## src/rtl/cp0_commit_unit_pkg.sv

```systemverilog
// Shared CP0 types, register numbers and exception vector helper for the
// dual-issue commit unit.
package cp0_commit_unit_pkg;

  localparam logic [4:0] CP0_BADVADDR = 5'd8;
  localparam logic [4:0] CP0_COUNT    = 5'd9;
  localparam logic [4:0] CP0_COMPARE  = 5'd11;
  localparam logic [4:0] CP0_STATUS   = 5'd12;
  localparam logic [4:0] CP0_CAUSE    = 5'd13;
  localparam logic [4:0] CP0_EPC      = 5'd14;
  localparam logic [4:0] CP0_ERROREPC = 5'd30;

  localparam logic [31:0] STATUS_RESET  = 32'h0040_0000;
  localparam logic [31:0] STATUS_WMASK  = 32'h0040_FF07;
  localparam logic [31:0] VEC_BASE_BEV  = 32'hBFC0_0200;
  localparam logic [31:0] VEC_BASE_NORM = 32'h8000_0000;
  localparam logic [31:0] VEC_OFF_GEN   = 32'h0000_0180;
  localparam logic [31:0] VEC_OFF_INT   = 32'h0000_0200;

  typedef enum logic [4:0] {
    EXC_INT  = 5'd0,
    EXC_ADEL = 5'd4,
    EXC_ADES = 5'd5,
    EXC_SYS  = 5'd8,
    EXC_BP   = 5'd9,
    EXC_RI   = 5'd10,
    EXC_OV   = 5'd12
  } exc_code_e;

  typedef struct packed {
    logic [8:0] rsvd_hi;
    logic       bev;
    logic [5:0] rsvd_mid;
    logic [7:0] im;
    logic [4:0] rsvd_lo;
    logic       erl;
    logic       exl;
    logic       ie;
  } status_t;

  typedef struct packed {
    logic       bd;
    logic       ti;
    logic [5:0] rsvd0;
    logic       iv;
    logic [6:0] rsvd1;
    logic [7:0] ip;
    logic       rsvd2;
    logic [4:0] exc_code;
    logic [1:0] rsvd3;
  } cause_t;

  typedef struct packed {
    logic        valid;
    logic        exc_valid;
    logic [4:0]  exc_code;
    logic        delayed;
    logic [31:0] pc;
    logic        bad_vaddr_valid;
    logic [31:0] bad_vaddr;
    logic        eret;
    logic        mtc0;
    logic [4:0]  mtc0_dst;
    logic [31:0] mtc0_value;
  } lane_commit_t;

  function automatic logic [31:0] exc_vector(input logic bev, input logic [4:0] code,
                                             input logic iv);
    logic [31:0] base;
    logic [31:0] off;
    base = bev ? VEC_BASE_BEV : VEC_BASE_NORM;
    off  = ((code == 5'(EXC_INT)) && iv) ? VEC_OFF_INT : VEC_OFF_GEN;
    return base + off;
  endfunction

  // Only BEV, IM, ERL, EXL and IE are writable; reserved bits keep their value.
  function automatic status_t status_write(input status_t cur, input logic [31:0] val);
    return status_t'((val & STATUS_WMASK) | (32'(cur) & ~STATUS_WMASK));
  endfunction

endpackage

```

## src/rtl/cp0_commit_unit_if.sv

```systemverilog
// Commit-lane bus from the retire stage and the redirect/squash response.
interface cp0_commit_unit_if #(parameter int NUM_LANES = 2);

  logic [NUM_LANES-1:0]    lane_valid;
  logic [NUM_LANES-1:0]    lane_exc_valid;
  logic [NUM_LANES*5-1:0]  lane_exc_code;
  logic [NUM_LANES-1:0]    lane_delayed;
  logic [NUM_LANES*32-1:0] lane_pc;
  logic [NUM_LANES-1:0]    lane_bad_vaddr_valid;
  logic [NUM_LANES*32-1:0] lane_bad_vaddr;
  logic [NUM_LANES-1:0]    lane_eret;
  logic [NUM_LANES-1:0]    lane_mtc0;
  logic [NUM_LANES*5-1:0]  lane_mtc0_dst;
  logic [NUM_LANES*32-1:0] lane_mtc0_value;
  logic [NUM_LANES-1:0]    lane_squash;
  logic                    flush_valid;
  logic [31:0]             flush_pc;

  modport master (
    output lane_valid, lane_exc_valid, lane_exc_code, lane_delayed, lane_pc,
           lane_bad_vaddr_valid, lane_bad_vaddr, lane_eret, lane_mtc0,
           lane_mtc0_dst, lane_mtc0_value,
    input  lane_squash, flush_valid, flush_pc
  );

  modport slave (
    input  lane_valid, lane_exc_valid, lane_exc_code, lane_delayed, lane_pc,
           lane_bad_vaddr_valid, lane_bad_vaddr, lane_eret, lane_mtc0,
           lane_mtc0_dst, lane_mtc0_value,
    output lane_squash, flush_valid, flush_pc
  );

endinterface

```

## src/rtl/cp0_commit_unit_timer.sv

```systemverilog
// Count/Compare timer with a clock divider and the sticky timer-interrupt flag.
module cp0_commit_unit_timer #(
  parameter int COUNT_DIV = 2
) (
  input  logic        clk,
  input  logic        resetn,
  input  logic        wr_count,
  input  logic [31:0] wr_count_val,
  input  logic        wr_compare,
  input  logic [31:0] wr_compare_val,
  output logic [31:0] count,
  output logic [31:0] compare,
  output logic        ti
);

  localparam int DIV_W = (COUNT_DIV > 1) ? $clog2(COUNT_DIV) : 1;
  localparam logic [DIV_W-1:0] DIV_LAST = DIV_W'(COUNT_DIV - 1);

  logic [DIV_W-1:0] tick_cnt_r, tick_cnt_n_s;
  logic             tick_s;
  logic [31:0]      count_r, count_n_s, count_inc_s;
  logic [31:0]      compare_r, compare_n_s;
  logic             ti_r, ti_n_s;

  // Next-state: divider, Count increment/override, TI set/clear (clear wins).
  always_comb begin
    tick_s       = (tick_cnt_r == DIV_LAST);
    tick_cnt_n_s = tick_s ? '0 : tick_cnt_r + DIV_W'(1);
    count_inc_s  = count_r + 32'd1;
    count_n_s    = wr_count ? wr_count_val : (tick_s ? count_inc_s : count_r);
    compare_n_s  = wr_compare ? wr_compare_val : compare_r;
    if (wr_compare) begin
      ti_n_s = 1'b0;
    end else if (tick_s && !wr_count && (count_inc_s == compare_r)) begin
      ti_n_s = 1'b1;
    end else begin
      ti_n_s = ti_r;
    end
  end

  // Timer state registers.
  always_ff @(posedge clk or negedge resetn) begin
    if (!resetn) begin
      tick_cnt_r <= '0;
      count_r    <= 32'd0;
      compare_r  <= 32'd0;
      ti_r       <= 1'b0;
    end else begin
      tick_cnt_r <= tick_cnt_n_s;
      count_r    <= count_n_s;
      compare_r  <= compare_n_s;
      ti_r       <= ti_n_s;
    end
  end

  assign count   = count_r;
  assign compare = compare_r;
  assign ti      = ti_r;

endmodule

```

## src/rtl/cp0_commit_unit.sv

```systemverilog
// CP0 state and in-order multi-lane commit: MTC0, exception entry, ERET,
// interrupt request and one-cycle pipeline redirect.
module cp0_commit_unit
  import cp0_commit_unit_pkg::*;
#(
  parameter int NUM_LANES   = 2,
  parameter int COUNT_DIV   = 2,
  parameter int SYNC_STAGES = 2
) (
  input  logic              clk,
  input  logic              resetn,
  input  logic [5:0]        ext_int,
  input  logic [4:0]        rd_addr,
  output logic [31:0]       rd_data,
  output logic              int_req,
  cp0_commit_unit_if.slave  cbus
);

  localparam int IDX_W = (NUM_LANES > 1) ? $clog2(NUM_LANES) : 1;

  lane_commit_t         lane_s [NUM_LANES];
  logic [NUM_LANES-1:0] squash_s, mtc0_apply_s;
  logic                 win_found_s;
  logic [IDX_W-1:0]     win_idx_s;

  status_t     status_r, status_n_s;
  logic        bd_r, bd_n_s, iv_r, iv_n_s;
  logic [1:0]  ip_sw_r, ip_sw_n_s;
  logic [4:0]  exc_code_r, exc_code_n_s;
  logic [31:0] epc_r, epc_n_s, error_epc_r, error_epc_n_s, bad_vaddr_r, bad_vaddr_n_s;
  logic        flush_valid_r, flush_valid_n_s;
  logic [31:0] flush_pc_r, flush_pc_n_s;
  logic        int_req_r, int_req_n_s;
  logic [5:0]  sync_r [SYNC_STAGES];
  logic [5:0]  ip_hw_r;
  logic [7:0]  ip_s;
  cause_t      cause_s;

  logic        wr_count_s, wr_compare_s;
  logic [31:0] wr_count_val_s, wr_compare_val_s, count_s, compare_s;
  logic        ti_s;

  cp0_commit_unit_timer #(.COUNT_DIV(COUNT_DIV)) u_timer (
    .clk            (clk),
    .resetn         (resetn),
    .wr_count       (wr_count_s),
    .wr_count_val   (wr_count_val_s),
    .wr_compare     (wr_compare_s),
    .wr_compare_val (wr_compare_val_s),
    .count          (count_s),
    .compare        (compare_s),
    .ti             (ti_s)
  );

  // Unpack the flat lane buses into per-lane records.
  always_comb begin
    for (int i = 0; i < NUM_LANES; i++) begin
      lane_s[i].valid           = cbus.lane_valid[i];
      lane_s[i].exc_valid       = cbus.lane_exc_valid[i];
      lane_s[i].exc_code        = cbus.lane_exc_code[i*5 +: 5];
      lane_s[i].delayed         = cbus.lane_delayed[i];
      lane_s[i].pc              = cbus.lane_pc[i*32 +: 32];
      lane_s[i].bad_vaddr_valid = cbus.lane_bad_vaddr_valid[i];
      lane_s[i].bad_vaddr       = cbus.lane_bad_vaddr[i*32 +: 32];
      lane_s[i].eret            = cbus.lane_eret[i];
      lane_s[i].mtc0            = cbus.lane_mtc0[i];
      lane_s[i].mtc0_dst        = cbus.lane_mtc0_dst[i*5 +: 5];
      lane_s[i].mtc0_value      = cbus.lane_mtc0_value[i*32 +: 32];
    end
  end

  // Oldest exception/ERET lane wins; younger lanes are squashed, older MTC0s apply.
  always_comb begin
    win_found_s  = 1'b0;
    win_idx_s    = '0;
    squash_s     = '0;
    mtc0_apply_s = '0;
    for (int i = 0; i < NUM_LANES; i++) begin
      squash_s[i] = win_found_s;
      if (!win_found_s && lane_s[i].valid && (lane_s[i].exc_valid || lane_s[i].eret)) begin
        win_found_s = 1'b1;
        win_idx_s   = IDX_W'(i);
      end else begin
        mtc0_apply_s[i] = !win_found_s && lane_s[i].valid && lane_s[i].mtc0;
      end
    end
  end

  // Commit next-state: MTC0s in lane order, then the winner's exception or ERET.
  always_comb begin
    status_n_s       = status_r;
    bd_n_s           = bd_r;
    iv_n_s           = iv_r;
    ip_sw_n_s        = ip_sw_r;
    exc_code_n_s     = exc_code_r;
    epc_n_s          = epc_r;
    error_epc_n_s    = error_epc_r;
    bad_vaddr_n_s    = bad_vaddr_r;
    wr_count_s       = 1'b0;
    wr_count_val_s   = count_s;
    wr_compare_s     = 1'b0;
    wr_compare_val_s = compare_s;
    flush_valid_n_s  = 1'b0;
    flush_pc_n_s     = flush_pc_r;
    for (int i = 0; i < NUM_LANES; i++) begin
      // Non-applying lanes select address 0, which matches no writable CP0 register.
      case (mtc0_apply_s[i] ? lane_s[i].mtc0_dst : 5'd0)
        CP0_BADVADDR: bad_vaddr_n_s = lane_s[i].mtc0_value;
        CP0_COUNT: begin
          wr_count_s     = 1'b1;
          wr_count_val_s = lane_s[i].mtc0_value;
        end
        CP0_COMPARE: begin
          wr_compare_s     = 1'b1;
          wr_compare_val_s = lane_s[i].mtc0_value;
        end
        CP0_STATUS: status_n_s = status_write(status_n_s, lane_s[i].mtc0_value);
        CP0_CAUSE: begin
          iv_n_s    = lane_s[i].mtc0_value[23];
          ip_sw_n_s = lane_s[i].mtc0_value[9:8];
        end
        CP0_EPC:      epc_n_s       = lane_s[i].mtc0_value;
        CP0_ERROREPC: error_epc_n_s = lane_s[i].mtc0_value;
        default: ;
      endcase
    end
    if (win_found_s && lane_s[win_idx_s].exc_valid) begin
      epc_n_s = status_r.exl ? epc_n_s
              : (lane_s[win_idx_s].delayed ? lane_s[win_idx_s].pc - 32'd4
                                           : lane_s[win_idx_s].pc);
      bd_n_s        = status_r.exl ? bd_n_s : lane_s[win_idx_s].delayed;
      bad_vaddr_n_s = lane_s[win_idx_s].bad_vaddr_valid ? lane_s[win_idx_s].bad_vaddr
                                                        : bad_vaddr_n_s;
      exc_code_n_s    = lane_s[win_idx_s].exc_code;
      flush_valid_n_s = 1'b1;
      flush_pc_n_s    = exc_vector(status_n_s.bev, lane_s[win_idx_s].exc_code, iv_n_s);
      status_n_s.exl  = 1'b1;
    end else if (win_found_s) begin
      flush_valid_n_s = 1'b1;
      flush_pc_n_s    = status_n_s.erl ? error_epc_n_s : epc_n_s;
      if (status_n_s.erl) begin
        status_n_s.erl = 1'b0;
      end else begin
        status_n_s.exl = 1'b0;
      end
    end else begin
      flush_valid_n_s = 1'b0;
    end
  end

  // Cause view and interrupt request from registered state.
  always_comb begin
    ip_s             = {ip_hw_r[5] | ti_s, ip_hw_r[4:0], ip_sw_r};
    cause_s          = '0;
    cause_s.bd       = bd_r;
    cause_s.ti       = ti_s;
    cause_s.iv       = iv_r;
    cause_s.ip       = ip_s;
    cause_s.exc_code = exc_code_r;
    int_req_n_s      = status_r.ie && !status_r.exl && !status_r.erl
                    && (|(ip_s & status_r.im));
  end

  // MFC0 read mux; unimplemented registers read as zero.
  always_comb begin
    case (rd_addr)
      CP0_BADVADDR: rd_data = bad_vaddr_r;
      CP0_COUNT:    rd_data = count_s;
      CP0_COMPARE:  rd_data = compare_s;
      CP0_STATUS:   rd_data = 32'(status_r);
      CP0_CAUSE:    rd_data = 32'(cause_s);
      CP0_EPC:      rd_data = epc_r;
      CP0_ERROREPC: rd_data = error_epc_r;
      default:      rd_data = 32'd0;
    endcase
  end

  // External interrupt synchroniser feeding the hardware IP bits.
  always_ff @(posedge clk or negedge resetn) begin
    if (!resetn) begin
      for (int s = 0; s < SYNC_STAGES; s++) begin
        sync_r[s] <= 6'd0;
      end
      ip_hw_r <= 6'd0;
    end else begin
      sync_r[0] <= ext_int;
      for (int s = 1; s < SYNC_STAGES; s++) begin
        sync_r[s] <= sync_r[s-1];
      end
      ip_hw_r <= sync_r[SYNC_STAGES-1];
    end
  end

  // Architectural CP0 state and registered outputs.
  always_ff @(posedge clk or negedge resetn) begin
    if (!resetn) begin
      status_r      <= status_t'(STATUS_RESET);
      bd_r          <= 1'b0;
      iv_r          <= 1'b0;
      ip_sw_r       <= 2'd0;
      exc_code_r    <= 5'd0;
      epc_r         <= 32'd0;
      error_epc_r   <= 32'd0;
      bad_vaddr_r   <= 32'd0;
      flush_valid_r <= 1'b0;
      flush_pc_r    <= 32'd0;
      int_req_r     <= 1'b0;
    end else begin
      status_r      <= status_n_s;
      bd_r          <= bd_n_s;
      iv_r          <= iv_n_s;
      ip_sw_r       <= ip_sw_n_s;
      exc_code_r    <= exc_code_n_s;
      epc_r         <= epc_n_s;
      error_epc_r   <= error_epc_n_s;
      bad_vaddr_r   <= bad_vaddr_n_s;
      flush_valid_r <= flush_valid_n_s;
      flush_pc_r    <= flush_pc_n_s;
      int_req_r     <= int_req_n_s;
    end
  end

  assign int_req          = int_req_r;
  assign cbus.lane_squash = squash_s;
  assign cbus.flush_valid = flush_valid_r;
  assign cbus.flush_pc    = flush_pc_r;

endmodule

```

## src/flat_wrapper.sv

```systemverilog
// flat-port wrapper written by rule: the top's interface ports become plain ports
module cp0_commit_unit_flat import cp0_commit_unit_pkg::*;
#(
  parameter int NUM_LANES   = 2,
  parameter int COUNT_DIV   = 2,
  parameter int SYNC_STAGES = 2
)
  (clk, resetn, ext_int, rd_addr, rd_data, int_req, cbus_lane_valid, cbus_lane_exc_valid, cbus_lane_exc_code, cbus_lane_delayed, cbus_lane_pc, cbus_lane_bad_vaddr_valid, cbus_lane_bad_vaddr, cbus_lane_eret, cbus_lane_mtc0, cbus_lane_mtc0_dst, cbus_lane_mtc0_value, cbus_lane_squash, cbus_flush_valid, cbus_flush_pc);
  cp0_commit_unit_if #(.NUM_LANES(NUM_LANES)) cbus_i ();
  input  logic clk;
  input  logic resetn;
  input  logic [5:0] ext_int;
  input  logic [4:0] rd_addr;
  output logic [31:0] rd_data;
  output logic int_req;
  input wire logic [$bits(cbus_i.lane_valid)-1:0] cbus_lane_valid;
  input wire logic [$bits(cbus_i.lane_exc_valid)-1:0] cbus_lane_exc_valid;
  input wire logic [$bits(cbus_i.lane_exc_code)-1:0] cbus_lane_exc_code;
  input wire logic [$bits(cbus_i.lane_delayed)-1:0] cbus_lane_delayed;
  input wire logic [$bits(cbus_i.lane_pc)-1:0] cbus_lane_pc;
  input wire logic [$bits(cbus_i.lane_bad_vaddr_valid)-1:0] cbus_lane_bad_vaddr_valid;
  input wire logic [$bits(cbus_i.lane_bad_vaddr)-1:0] cbus_lane_bad_vaddr;
  input wire logic [$bits(cbus_i.lane_eret)-1:0] cbus_lane_eret;
  input wire logic [$bits(cbus_i.lane_mtc0)-1:0] cbus_lane_mtc0;
  input wire logic [$bits(cbus_i.lane_mtc0_dst)-1:0] cbus_lane_mtc0_dst;
  input wire logic [$bits(cbus_i.lane_mtc0_value)-1:0] cbus_lane_mtc0_value;
  output wire logic [$bits(cbus_i.lane_squash)-1:0] cbus_lane_squash;
  output wire logic [$bits(cbus_i.flush_valid)-1:0] cbus_flush_valid;
  output wire logic [$bits(cbus_i.flush_pc)-1:0] cbus_flush_pc;
  assign cbus_i.lane_valid = cbus_lane_valid;
  assign cbus_i.lane_exc_valid = cbus_lane_exc_valid;
  assign cbus_i.lane_exc_code = cbus_lane_exc_code;
  assign cbus_i.lane_delayed = cbus_lane_delayed;
  assign cbus_i.lane_pc = cbus_lane_pc;
  assign cbus_i.lane_bad_vaddr_valid = cbus_lane_bad_vaddr_valid;
  assign cbus_i.lane_bad_vaddr = cbus_lane_bad_vaddr;
  assign cbus_i.lane_eret = cbus_lane_eret;
  assign cbus_i.lane_mtc0 = cbus_lane_mtc0;
  assign cbus_i.lane_mtc0_dst = cbus_lane_mtc0_dst;
  assign cbus_i.lane_mtc0_value = cbus_lane_mtc0_value;
  assign cbus_lane_squash = cbus_i.lane_squash;
  assign cbus_flush_valid = cbus_i.flush_valid;
  assign cbus_flush_pc = cbus_i.flush_pc;
  cp0_commit_unit #(.NUM_LANES(NUM_LANES), .COUNT_DIV(COUNT_DIV), .SYNC_STAGES(SYNC_STAGES)) u_core (.clk(clk), .resetn(resetn), .ext_int(ext_int), .rd_addr(rd_addr), .rd_data(rd_data), .int_req(int_req), .cbus(cbus_i));
endmodule
```

## config.mk

```make
export PLATFORM = sky130hd
export DESIGN_NAME = cp0_commit_unit_flat
export DESIGN_NICKNAME = d
export VERILOG_FILES = /design/src/rtl/cp0_commit_unit_pkg.sv /design/src/rtl/cp0_commit_unit_if.sv /design/src/rtl/cp0_commit_unit_timer.sv /design/src/rtl/cp0_commit_unit.sv /design/src/flat_wrapper.sv
export SDC_FILE = /design/constraint.sdc
export NUM_CORES = 1
export LEC_CHECK = 0
export CORE_MARGIN = 2
export CORE_UTILIZATION = 55
export DETAILED_ROUTE_END_ITERATION = 10
export PLACE_DENSITY = 0.84
export SYNTH_ARGS = -nofsm -noshare
export SYNTH_HDL_FRONTEND = slang
export SYNTH_SLANG_ARGS = --single-unit
```

## constraint.sdc

```tcl
create_clock -name clk -period 5.6 [get_ports clk]
set_input_delay 0.56 -clock clk [delete_from_list [all_inputs] [get_ports clk]]
set_output_delay 0.56 -clock clk [all_outputs]
set_load 0.005 [all_outputs]
```

* Word level (Yosys, flattened, before mapping)
Index checks and enable logic that the tools add are counted.
** Storage, ports and cells
- Register bits :: 255
- Latch bits :: 0
- Memory bits (writable) :: 0
- Memory bits (read-only) :: 0
- Input port bits :: 237
- Output and inout bits :: 68
- Logic and storage cells :: 140
- Memories kept :: 0
** Operators by class
- $add $sub $neg :: 4
- Multipliers :: 0
- Div/mod/pow operators :: 0
- Order comparisons :: 1
- Eq/ne operators :: 23
- Shift operators :: 0
- Mux-type cells :: 52
- Bitwise gates (word level) :: 6
- Reductions and logical operators :: 29
** Operators with widths (count)
- 32-bit 2-to-1 mux :: 22
- 111-bit 2-to-1 mux :: 3
- 32-bit case mux with 7 select lines :: 1
- 5-bit by 4-bit == test with 1-bit output, second input constant :: 18
- 23-bit by 32-bit OR with 32-bit output :: 2
- 32-bit by 1-bit adder with 32-bit output, second input constant :: 1
- 32-bit adder :: 1
- 32-bit == test :: 1
- 32-bit by 3-bit subtractor with 32-bit output, second input constant :: 1
- 30-bit 2-to-1 mux :: 1
- 1-bit 2-to-1 mux :: 19
- 5-bit == test, second input constant :: 3
- 1-bit logical AND :: 12
- 2-bit nonzero test :: 6
- 10-bit 2-to-1 mux :: 1
- 5-bit 2-to-1 mux :: 2
- 8-bit AND :: 1
- 8-bit OR reduction :: 1
- 2-bit 2-to-1 mux :: 3
- 2-bit AND reduction :: 3
- 5-bit logical NOT :: 1
- 1-bit logical NOT :: 4
- 3-bit by 1-bit inequality test with 1-bit output, second input constant :: 1
- 2-bit greater-or-equal comparator, second input constant :: 1
- other kinds (5) :: 6

* Depth between registers and ports, before layout
- Depth in word-level cells :: 16
- Depth in mapped cells :: 15
- Gate-level depth less buffers :: 11

* By module
A second synthesis with hierarchy kept.
** Unflattened totals
- Cell total of the unflattened synthesis :: 1953
- Area, all modules :: 16505.8 um2
** Modules (own cells, without submodules)
- cp0_commit_unit :: instances 1, cells an instance 1517, area an instance 12310.6 um2, sequential area each 4230.3 um2
- cp0_commit_unit_timer :: instances 1, cells an instance 436, area an instance 4195.3 um2, sequential area each 1651.6 um2

* Least setup slack after synthesis
OpenSTA, ideal clock, no wires.
- Path type :: input -> register
- From :: input cbus_lane_eret[0]
- To :: register u_core.epc_r[24]
- Setup time :: 0.144 ns
- Data arrival time :: 3.443 ns
- Required time :: 5.456 ns
- Path slack :: 2.012 ns
- Stages :: 15
- Path buffers :: 4
- Cell sequence :: o21ai_2 -> inv_2 -> or3_1 -> buf_2 -> buf_2 -> clkbuf_1 -> buf_2 -> mux2i_1 -> ha_1 -> inv_1 -> a2111oi_4 -> and2b_1 -> and3b_1 -> xnor2_1 -> o221ai_1
** On the way
- Word-level cells in the longest chain between the ends :: 15
- Elaborated cells on any way between the ends :: 26
- Those cells by class :: 1 x add/sub; 2 x eq/ne; 15 x mux; 1 x bitwise; 7 x reduce/logical
** RTL lines
- from (decl) :: RTL line flat_wrapper.sv:23 : input wire logic [$bits(cbus_i.lane_eret)-1:0] cbus_lane_eret;
- 1-bit logical OR * :: RTL line cp0_commit_unit.sv:80 : if (!win_found_s && lane_s[i].valid && (lane_s[i].exc_valid || lane_s[i].eret)) begin
- 1-bit logical AND * :: RTL line cp0_commit_unit.sv:80
- 1-bit 2-to-1 mux * :: RTL line cp0_commit_unit.sv:80
- net cbus_lane_squash[1] :: RTL line flat_wrapper.sv:27 : output wire logic [$bits(cbus_i.lane_squash)-1:0] cbus_lane_squash;
- 1-bit logical NOT :: RTL line cp0_commit_unit.sv:80, cp0_commit_unit.sv:84
- 1-bit logical AND :: RTL line cp0_commit_unit.sv:80, cp0_commit_unit.sv:84
- 1-bit logical AND :: RTL line cp0_commit_unit.sv:80
- 1-bit 2-to-1 mux :: RTL line cp0_commit_unit.sv:80
- 1-bit inverter with 2-bit output (not written as such) :: RTL line cp0_commit_unit.sv:127, cp0_commit_unit.sv:129, cp0_commit_unit.sv:130
- 111-bit 2-to-1 mux (not written as such) (3 in a row) :: RTL line cp0_commit_unit.sv:127 : if (win_found_s && lane_s[win_idx_s].exc_valid) begin
- 32-bit by 3-bit subtractor with 32-bit output :: RTL line cp0_commit_unit.sv:129 : : (lane_s[win_idx_s].delayed ? lane_s[win_idx_s].pc - 32'd4
- 32-bit 2-to-1 mux :: RTL line cp0_commit_unit.sv:129
- 32-bit 2-to-1 mux :: RTL line cp0_commit_unit.sv:128 : epc_n_s = status_r.exl ? epc_n_s
- 32-bit 2-to-1 mux * :: RTL line cp0_commit_unit.sv:127
- net u_core.epc_n_s[24] :: RTL line cp0_commit_unit.sv:30 : logic [31:0] epc_r, epc_n_s, error_epc_r, error_epc_n_s, bad_vaddr_r, bad_vaddr_n_s;
- to (signal assigned) :: RTL line cp0_commit_unit.sv:214 : epc_r <= epc_n_s;
- to (decl) :: RTL line cp0_commit_unit.sv:30
The timed path passes the listed nets; every way through them passes the cells marked *. The select of a mux whose other input is x is not followed.
A chain may end at the register's enable or synchronous reset.

* Final worst setup path
- From :: input rd_addr[2]
- To :: output rd_data[22]
** On the way
- Word-level cells in the longest chain between the ends :: 2
- Elaborated cells on any way between the ends :: 8
- Those cells by class :: 7 x eq/ne; 1 x mux
** RTL lines
- from (decl) :: RTL line flat_wrapper.sv:13 : input logic [4:0] rd_addr;
- 5-bit == test / 5-bit by 4-bit == test with 1-bit output (equally long branches) :: RTL line cp0_commit_unit.sv:166 : case (rd_addr)
- 32-bit case mux with 7 select lines * :: RTL line cp0_commit_unit.sv:166
- to (decl) :: RTL line flat_wrapper.sv:14 : output logic [31:0] rd_data;
Every way passes the cells marked *; elsewhere a longest branch is shown, timed or not.

==> out/results.ini <==
[status]
status=finished clean

[global_route]
use_met2_pct=58.75
busiest_layer=met2
grtUsageTotal_pct=39.38
grt_start_max_net_pins=125
grt_first_pass_wirelength_um=91740
use_met3_pct=9.521
grt_util_met1_pct=57.25
grt_overflow=0
antenna_found_initial=2
grt_pass1_vias=15100

[pwr]
powerDensity_nw_per_um2=280.0
ir_drop_mv=0.2166
p_leak_nw=8.491

[drt]
finalWirelength_um=60360
via_count=15770
ant_nets=0
drcViolationCount=0
wl_per_cell_um=24.50
viasPerCell=6.398
drtIter0Drc=2197
first_pass_iters=6

[sta]
fin_crit_sh_pct=75.22
grt_setup_unrepaired=false
fin_hold_ws_ns=0.1139
fin_ws_ns=1.387
finClkSkew_ns=0.01288
finalSetupViolations=0
min_period_ns=4.213
tns_ns=0
slew_viol_final=0
hold_violations=0
tightest_slew_ns=1.201
clock.fmax_mhz=237.4
slew_headroom_pct=19.93

[die]
fp.dieW_um=172.8
start_util_pct=56.10
die_area_um2=29860
fp.dieH_um=172.8
pin_count=305
rows=61
core_um2=27930

[min_path]
hold_path.class=in2async

[clock_tree]
cts_resized=0
htree_num_levels=1
clock_latency_ns=0.55
path_clk_slew_ns=0.06
cts-root-buf=clkbuf_16
clock-sinks=235
cts.path.max_buffers=3
cts_setup_buffers=0
cts_hold_buf=0
tritoncts=built
cts_buffers=26

[yosys]
syn_nets=2089
syn_inst=1849
ys_types=78
netlist_area_um2=15670
ys_warn_count=0
async_flop_share_pct=100.0
synth_seq_cells=235
synth-seq-area-share_pct=37.53
synth_edf_count=0
syn_avg_cell_area_um2=8.476
synthFlopType=dfrtp_1

[critical_path]
cp_max_fo=13
cp-end-kind=output pin
crit_slowest_cell=nor2_1
crit_path_start_kind=input port
required_ns=5.04
crit_chain=clkdlybuf4s50_1, nand4b_1, nor2_1, a22oi_1, o21ai_0, a221o_1, clkdlybuf4s50_1
critPathMaxStageDelay_ns=0.90
crit_type=in2out
cp.arrival_ns=3.65
cp_common_cell=clkdlybuf4s50_1

[final_layout]
nFillCells=2297
diodes=0
area_growth_pct=26.25
drive_above_1_share_pct=5.129
nNetsFinal=2309
fin_area_um2=19790

[placement]
gp_congestion=0.9928
io_buffer_count=303
dpl.hpwl_um=43860
pre_cts_slack_ns=1.364
placed_cell_area_um2=18940

[flow_run]
drv_cap=0

-- worst max-delay path: cells and delay by family --
kind | cells | cell delay (ns)
compound gates | 3 | 0.51
buf+inv | 2 | 1.09
simple gates | 2 | 1.49
-- cell type report --
type	instances	area [µm²]	share of cell area, %
inverters	11	41.29	0.2087
clock buffers	44	839.6	4.243
repair buffers	332	3251	16.43
clock inverters	1	5.005	0.02530
flip-flops and latches	235	5882	29.73
multi-input cells	1463	9294	46.97
well taps	378	473.0	2.390
-- final timing paths --
path,startpoint,endpoint,slack [ns],cells after the start
worst max-delay path,rd_addr[2],rd_data[22],1.39,7
worst min-delay path,resetn,u_core.cbus.flush_pc[4],0.11,1
worst max register to register,u_core.u_timer.count[4],u_core.u_timer.ti,2.30,8
worst min register to register,u_core.sync_r[8],u_core.sync_r[2],0.35,0
max in group asynchronous,resetn,u_core.bad_vaddr_r[26],4.06,2
min in group clk,u_core.sync_r[8],u_core.sync_r[2],0.35,0
-- power by group --
group	internal, W	total [W]	switching, W
combinational	0.000765	0.00155	0.000787
clock	0.00101	0.00172	0.000713
sequential	0.00198	0.00227	0.000283
-- per-layer routing --
metal  up-vias  part of all wire, %
met4         4                  2.9
met1      7531                   41
met2      1061                   44
li1       7061                    -
met3       108                   12
met5         -                0.035
-- placed cells by master, fill, tap and decap left out, types with 4 or more instances in the layout --
cell / synthesis / final
xnor3_1: 10 / 10
o21ai_0: 113 / 113
dfrtp_1: 234 / 234
clkbuf_8: 0 / 10
nor4b_1: 6 / 6
mux2i_1: 232 / 232
o21ai_1: 23 / 22
nor3_1: 25 / 22
nand4_1: 14 / 14
a211oi_1: 4 / 4
and3_1: 8 / 8
mux2_2: 5 / 5
nand2_1: 239 / 238
buf_4: 1 / 29
and4_1: 5 / 4
nand2b_1: 8 / 8
clkbuf_16: 0 / 27
a21oi_1: 177 / 177
nor2_2: 1 / 4
xnor2_1: 47 / 47
or3_1: 20 / 16
a21o_1: 5 / 5
and2_1: 5 / 5
o221ai_1: 12 / 12
clkbuf_1: 115 / 7
xor2_1: 31 / 31
clkdlybuf4s50_1: 0 / 301
nor3b_1: 11 / 11
a221o_1: 20 / 20
nor2_1: 243 / 237
nand3_1: 24 / 24
or4_1: 10 / 10
a221oi_1: 10 / 10
nor4_1: 15 / 14
nor3_2: 2 / 5
a31oi_1: 37 / 37
a22o_1: 23 / 23
a22oi_1: 27 / 27
inv_1: 10 / 10
-- cells by family (layout without fill, tap and decap cells) --
family                   count (synthesis)  after routing  synth area share (%)
multiplexers                           238            238                 15.25
flip-flops                             235            235                 37.53
XOR/XNOR                                88             88                 5.796
buffers and inverters                  151            388                 3.697
adder cells (fa/ha/maj)                  3              3                0.2395
AND/OR/NAND/NOR                        654            654                 18.74
other                                    1              1               0.02393
AO/OA/AOI/OAI                          479            479                 18.72
-- through the flow --
step | instances | utilization (%) | power, W
finish | 2464 | 70.83 | 0.005539
global route | 2464 | 70.83 | 0.005766
CTS | 2464 | 70.83 | 0.005500
detailed placement | 2419 | 67.80 | 0.003790
global placement | 2419 | 67.80 | 0.003750
floorplan | 1849 | - | 0.003068
-- sequential cells by signal (all words and copies together) (netlist names), 2 cells and up --
register,count
u_core.bad_vaddr_r,32
u_core.ip_sw_r,2
u_core.cbus.flush_pc,32
u_core.ip_hw_r,6
u_core.u_timer.compare,32
u_core.sync_r,12
u_core.exc_code_r,5
u_core.epc_r,32
u_core.status_r,12
u_core.u_timer.count,32
u_core.error_epc_r,32
-- cell usage after synthesis (all sizes together), types with 25 or more instances --
master | n | area share, %
xor2 | 31 | 1.7
buf | 25 | 0.68
a31oi | 37 | 1.5
a22oi | 27 | 1.3
nand2 | 239 | 5.7
nor3 | 27 | 0.93
dfrtp | 234 | 37
o21ai | 137 | 4.4
clkbuf | 115 | 2.8
mux2i | 232 | 15
a21oi | 177 | 5.7
nor2 | 244 | 5.9
xnor2 | 47 | 2.6
Power figures use the tool's default switching activity.
